--- config.mk ---
export PLATFORM = sky130hd
export DESIGN_NAME = timer_irq_unit
export DESIGN_NICKNAME = d
export VERILOG_FILES = /design/src/rtl/timer_irq_unit.sv
export SDC_FILE = /design/constraint.sdc
export NUM_CORES = 1
export LEC_CHECK = 0
export CAP_MARGIN = 20
export CELL_PAD_IN_SITES_DETAIL_PLACEMENT = 1
export CELL_PAD_IN_SITES_GLOBAL_PLACEMENT = 1
export CORE_UTILIZATION = 48
export DETAILED_ROUTE_END_ITERATION = 16
export GPL_TIMING_DRIVEN = 0
export PLACE_DENSITY_LB_ADDON = 0.1
export SYNTH_ARGS = -nofsm -noshare
export SYNTH_HDL_FRONTEND = slang
export SYNTH_SLANG_ARGS = --single-unit
--- constraint.sdc ---
create_clock -name clk -period 2.9 [get_ports clk]
set_input_delay 0.58 -clock clk [delete_from_list [all_inputs] [get_ports clk]]
set_output_delay 0.58 -clock clk [all_outputs]
set_load 0.02 [all_outputs]
--- src/rtl/timer_irq_unit.sv ---
// Multi-channel down-counting timer with sticky per-channel pending flags.
// A register port gives access to the channels; the combined interrupt goes to the CPU as int_timer.
module timer_irq_unit #(
  parameter int CH_NUM  = 4,
  parameter int CNT_W   = 32,
  parameter int PRE_DIV = 1,
  parameter int ADDR_W  = $clog2(CH_NUM) + 2
) (
  input  logic              clk,
  input  logic              rst_n,
  input  logic              wr_en,
  input  logic [ADDR_W-1:0] wr_addr,
  input  logic [CNT_W-1:0]  wr_data,
  input  logic [ADDR_W-1:0] rd_addr,
  output logic [CNT_W-1:0]  rd_data,
  input  logic [CH_NUM-1:0] irq_ack,
  output logic [CH_NUM-1:0] irq,
  output logic              int_timer
);

  localparam int               PRE_W      = (PRE_DIV > 1) ? $clog2(PRE_DIV) : 1;
  localparam logic [PRE_W-1:0] PRE_LAST   = PRE_W'(PRE_DIV - 1);
  localparam logic [1:0]       REG_CTRL   = 2'd0;
  localparam logic [1:0]       REG_LOAD   = 2'd1;
  localparam logic [1:0]       REG_COUNT  = 2'd2;
  localparam logic [1:0]       REG_STATUS = 2'd3;

  function automatic logic [CNT_W-1:0] reg_view(
    input logic [1:0]       sel,
    input logic             en,
    input logic             mode,
    input logic             irq_en,
    input logic             pend,
    input logic [CNT_W-1:0] load,
    input logic [CNT_W-1:0] count
  );
    case (sel)
      REG_CTRL:   reg_view = {{(CNT_W-3){1'b0}}, irq_en, mode, en};
      REG_LOAD:   reg_view = load;
      REG_COUNT:  reg_view = count;
      REG_STATUS: reg_view = {{(CNT_W-1){1'b0}}, pend};
      default:    reg_view = '0;
    endcase
  endfunction

  logic [PRE_W-1:0]  pre_q, pre_d;
  logic              tick_s;
  logic [ADDR_W-1:0] wr_ch_s, rd_ch_s;
  logic [1:0]        wr_reg_s, rd_reg_s;

  logic [CH_NUM-1:0] en_q, en_d, mode_q, mode_d, ie_q, ie_d, pend_q, pend_d;
  logic [CNT_W-1:0]  load_q [CH_NUM];
  logic [CNT_W-1:0]  load_d [CH_NUM];
  logic [CNT_W-1:0]  count_q [CH_NUM];
  logic [CNT_W-1:0]  count_d [CH_NUM];

  logic [CH_NUM-1:0] wr_hit_s, ctrl_wr_s, start_s, run_s, expire_s, clr_s;
  logic [CNT_W-1:0]  rd_data_q, rd_data_d;
  logic              int_timer_q, int_timer_d;

  // Channel index may be zero bits wide when CH_NUM=1, hence the shift.
  assign wr_ch_s  = wr_addr >> 2;
  assign rd_ch_s  = rd_addr >> 2;
  assign wr_reg_s = wr_addr[1:0];
  assign rd_reg_s = rd_addr[1:0];

  always_comb begin
    tick_s = (pre_q == PRE_LAST);
    if (tick_s) begin
      pre_d = '0;
    end else begin
      pre_d = pre_q + PRE_W'(1);
    end
  end

  // A CTRL write clearing en blocks the tick in the same cycle, so the channel stops at once.
  always_comb begin
    for (int i = 0; i < CH_NUM; i++) begin
      wr_hit_s[i]  = wr_en && (wr_ch_s == ADDR_W'(i));
      ctrl_wr_s[i] = wr_hit_s[i] && (wr_reg_s == REG_CTRL);
      start_s[i]   = ctrl_wr_s[i] && wr_data[0] && !en_q[i];
      run_s[i]     = en_q[i] && !(ctrl_wr_s[i] && !wr_data[0]) && tick_s;
      expire_s[i]  = run_s[i] && (count_q[i] == '0);
      clr_s[i]     = irq_ack[i] || (wr_hit_s[i] && (wr_reg_s == REG_STATUS) && wr_data[0]);
    end
  end

  always_comb begin
    for (int i = 0; i < CH_NUM; i++) begin
      mode_d[i] = ctrl_wr_s[i] ? wr_data[1] : mode_q[i];
      ie_d[i]   = ctrl_wr_s[i] ? wr_data[2] : ie_q[i];
      en_d[i]   = (expire_s[i] && mode_q[i]) ? 1'b0 : (ctrl_wr_s[i] ? wr_data[0] : en_q[i]);
      if (start_s[i]) begin
        count_d[i] = load_q[i];
      end else if (run_s[i] && !expire_s[i]) begin
        count_d[i] = count_q[i] - CNT_W'(1);
      end else if (expire_s[i] && !mode_q[i]) begin
        count_d[i] = load_q[i];
      end else begin
        count_d[i] = count_q[i];
      end
      if (wr_hit_s[i] && (wr_reg_s == REG_LOAD)) begin
        load_d[i] = wr_data;
      end else begin
        load_d[i] = load_q[i];
      end
      // Set beats a simultaneous clear so no expiry is lost.
      pend_d[i] = expire_s[i] | (pend_q[i] & ~clr_s[i]);
    end
  end

  always_comb begin
    rd_data_d = '0;
    for (int i = 0; i < CH_NUM; i++) begin
      rd_data_d = rd_data_d | ({CNT_W{rd_ch_s == ADDR_W'(i)}} &
                  reg_view(rd_reg_s, en_q[i], mode_q[i], ie_q[i], pend_q[i], load_q[i], count_q[i]));
    end
  end

  always_comb begin
    irq         = pend_q & ie_q;
    int_timer_d = |irq;
  end

  always_ff @(posedge clk or negedge rst_n) begin
    if (!rst_n) begin
      pre_q       <= '0;
      en_q        <= '0;
      mode_q      <= '0;
      ie_q        <= '0;
      pend_q      <= '0;
      rd_data_q   <= '0;
      int_timer_q <= 1'b0;
      for (int i = 0; i < CH_NUM; i++) begin
        load_q[i]  <= '0;
        count_q[i] <= '0;
      end
    end else begin
      pre_q       <= pre_d;
      en_q        <= en_d;
      mode_q      <= mode_d;
      ie_q        <= ie_d;
      pend_q      <= pend_d;
      rd_data_q   <= rd_data_d;
      int_timer_q <= int_timer_d;
      for (int i = 0; i < CH_NUM; i++) begin
        load_q[i]  <= load_d[i];
        count_q[i] <= count_d[i];
      end
    end
  end

  assign rd_data   = rd_data_q;
  assign int_timer = int_timer_q;

endmodule

==> results <==
- The flow ran to the end, but the final reports show violations.
- The final reports fail on hold timing, setup timing.
- For the worst-skew pair, the clock arrives at the later sink with an insertion delay of 0.57 ns.
- For this block, the via count after detailed routing is 16300.
- The worst hold-check slack is -0.0113 ns.
- The clock sink count is 305.
- The synthesis-stage register bit count is 305.
- The worst pin sits at a relative slew slack of 0.353.
- The initial antenna violation count is 4.
- The number of nets handed over by synthesis was 1759.
- The startpoint type of the worst setup path is an input port.
- For this run, the total global-route usage over all layers was measured as 0.415.
- The number of different library cells used by synthesis comes to 67.
- In the finished design, the share of the clock period the worst path needs comes to 1.01.
- Of the post-synthesis cell area, the dominant cell type holds 0.456.
- The critical path in this run is classified as in2reg.
- The final layout contains routed wiring with a total length of 73800 um.
- The fraction of layout cells with a size suffix above 1 is 0.188.
- The average detailed-routed wire length per instance is 31.8 um.
- Summed over all cells, the static leakage comes to 0.00792 uW.
- The per-cell via count in the routed design is 7.00.
- The clock tree from TritonCTS is done.
- The maximum clock skew at final layout is 0.0269 ns.
- The count of port buffers added during placement is 77.
- The worst-case IR drop observed on VDD is 0.588 mV.
- The cell area after synthesis is 16700 sq um.
- Before antenna repair, the detailed router went through 7 iterations.
- After global routing the overflow that remains totals 0.
- Yosys attributes the largest share of cell area to sky130_fd_sc_hd__dfrtp_1, sky130_fd_sc_hd__mux2_2, sky130_fd_sc_hd__o21ai_0, sky130_fd_sc_hd__a21oi_1, sky130_fd_sc_hd__a22oi_1.
- The width of the die is 189 um.
- The number of instances in the synthesized netlist is 1708.
- In this run the clock root is driven by a sky130_fd_sc_hd__clkbuf_16.
- The uppermost layer routed is met5.
- The measured slew at the worst slew-check pin is 0.962 ns.
- Summed over all nets, wire length on met2 after detailed routing comes to 31400 um.
- Compared with the post-synthesis result, the final layout area differs by 19.4%.
- The average cell area after synthesis is 9.80 sq um.
- The type of the tightest min-delay check is in2async.
- Of the synthesized area, sequential elements account for 0.456.
- Counting instances in the post-synthesis netlist gives the leading cell types as sky130_fd_sc_hd__dfrtp_1, sky130_fd_sc_hd__o21ai_0, sky130_fd_sc_hd__a21oi_1.
- Buffers inserted to repair hold after CTS numbered 0.
- Along the worst path, the maximum fanout reaches 10.
- In this run the number of H-tree levels came out at 2.
- The worst setup slack after layout is -0.0178 ns.
- The endpoint class of the critical path is a register.
- The standard-cell row count is 68.
- Based on the critical path, the design can be clocked at up to 0.343 GHz.
- The via count of the first global-routing pass came to 16000.
- Summing all non-filler instances in the final layout gives an area of 20000 sq um.
- The most common cell in the synthesized netlist is sky130_fd_sc_hd__dfrtp_1.
- Summed over all nets, the half-perimeter wirelength after detailed placement is 52000 um.
- The number of placed I/O pins is 84.
- The region available for standard cell placement spans 34500 sq um.
- Counting the buffers created by CTS gives 37.
- Setup violations remaining at the end of the flow were counted as 2.
- The post-place instance area is 18100 sq um.
- For this configuration, the core starts out at a cell density of 0.486.
- The die footprint is 35600 sq um.
- The longest clock path from root to sink contains 3 buffers.
- The detailed router put a total of 30700 um of wire on met1.
- The number of maximum-capacitance constraint violations is 0.
- STA puts the critical path data arrival time at 3.42 ns.
- The final setup TNS is -0.0250 ns.
- For this design the ratio of total power to cell area is 920 nW/um^2.
- Clock-pin slew was measured on the worst setup and hold paths at 0.06 ns.
- The count of final max-slew check failures was 0.
- Timing analysis after detailed placement gives a worst setup slack of -1.46 ns.
- The clock period minus final worst setup slack is 2.92 ns.
- The die outline height is 189 um.
- The global placement routability congestion is 0.977.
- For this block, the initial DRC count from the detailed router was 1658.
- The cell accounting for the most synthesized area is sky130_fd_sc_hd__dfrtp_1.
- The required time of the critical path is 3.40 ns.
- The pin count of the biggest net entering global routing is 113.
- The routed wire length on met3 is 7500 um.
- The total count of hold-check failures in the final report is 3.
- The fraction of synthesis flops using an asynchronous set or reset pin is 1.00.
- The number of enable-type register cells in the synthesized netlist is 0.
- The first global-routing pass estimated 108000 um of wire.
- For this run, the leading register cell type out of synthesis is sky130_fd_sc_hd__dfrtp_1.
- At the end of the flow, the number of nets in the layout was 1885.
- The Yosys warning count is 0.
- The detail route stage leaves a number of antenna-violating nets equal to 0.
- The DRC violation count after routing is 0.
==> worst paths after layout <==
path	slack, ns	cells past startpoint	end	start
max	-0.02	8	rd_data[18]	rd_addr[0]
min	-0.01	1	count_q[105]	rst_n
min in group clk	0.52	1	count_q[57]	count_q[57]
max in group asynchronous	1.42	3	count_q[46]	rst_n
min reg2reg	0.52	1	count_q[57]	count_q[57]
max reg2reg	0.07	9	count_q[82]	count_q[82]
==> metal layers <==
metal,track usage,vias up
met5,0,-
met2,0.598,882
met4,0.205,4
met3,0.100,159
li1,-,6881
met1,0.581,8327
==> power breakdown <==
| part | leakage, uW | switching, uW | internal, uW |
|---|---|---|---|
| Clock | 0.000644 | 1970 | 3140 |
| Sequential | 0.00371 | 1910 | 5650 |
| Combinational | 0.00356 | 3430 | 2290 |
==> area by class of cell <==
type,count,area (sq um)
clock buffers,57,1130
diodes,6,15.0
fillers,3844,14500
well taps,455,569
inverters,40,154
multi-input cells,1224,8740
plain buffers,134,632
clock inverters,10,185
flip-flops and latches,305,7630
repair buffers,92,928
==> per-stage QoR <==
stage / util / total power [uW] / hold WS, ns / instances
3_3_place_gp: 0.525 / 12500 / 0.486 / 2240
2_1_floorplan: - / 10400 / 0.284 / 1708
3_5_place_dp: 0.526 / 12800 / 0.501 / 2242
4_1_cts: 0.572 / 18000 / 0.0587 / 2313
5_1_grt: 0.580 / 19100 / 0.0575 / 2317
6_report: 0.580 / 18400 / -0.0113 / 2323
==> flip-flops by register name (all words and copies together) (netlist names) <==
signal / flops
rd_data: 32
load_q: 128
pend_q: 4
int_timer: 1
ie_q: 4
count_q: 128
mode_q: 4
en_q: 4
==> repair_timing <==
item | 4_1_cts | 5_1_grt
setup buffers | 6 | 7
setup endpoints to repair | 156 | 139
resized for setup | 73 | 82
endpoints found under the hold margin | 0 | 0
pin swaps | 4 | 8
==> placed cells by master, fill, tap and decap left out, types with 31 or more instances in the layout <==
master	Yosys	routed
sky130_fd_sc_hd__dfrtp_1	305	303
sky130_fd_sc_hd__o21ai_0	144	144
sky130_fd_sc_hd__mux2_2	137	137
sky130_fd_sc_hd__a21oi_1	142	137
sky130_fd_sc_hd__nor2_1	82	80
sky130_fd_sc_hd__clkbuf_1	111	78
sky130_fd_sc_hd__clkdlybuf4s50_1	0	76
sky130_fd_sc_hd__a22oi_1	75	75
sky130_fd_sc_hd__nor3_1	66	63
sky130_fd_sc_hd__nand2_1	63	62
sky130_fd_sc_hd__a221oi_1	60	60
sky130_fd_sc_hd__nand4_1	39	39
sky130_fd_sc_hd__clkbuf_16	0	39
sky130_fd_sc_hd__inv_1	37	36
sky130_fd_sc_hd__a21o_1	33	33
sky130_fd_sc_hd__nor4_1	42	31
==> worst max-delay path: stages <==
cell and delay (ns):
sky130_fd_sc_hd__clkdlybuf4s50_1 0.70, sky130_fd_sc_hd__nor2b_1 0.20, sky130_fd_sc_hd__clkbuf_1 0.29, sky130_fd_sc_hd__clkbuf_4 0.36, sky130_fd_sc_hd__clkbuf_2 0.32, sky130_fd_sc_hd__a221oi_1 0.22, sky130_fd_sc_hd__a21oi_1 0.52, sky130_fd_sc_hd__a21o_1 0.21
==> cells by family (layout without fill, tap and decap cells) <==
group	after synthesis	count (layout)	share of synthesized area
AOI/OAI and AO/OA	620	620	0.244
and+or+nand+nor	426	426	0.136
DFF	305	305	0.456
buffers and inverters	179	333	0.0419
muxes	174	174	0.120
adders and majority gates	4	4	0.00299
other	0	6	0
No activity file was read; power rests on OpenSTA's default activity.
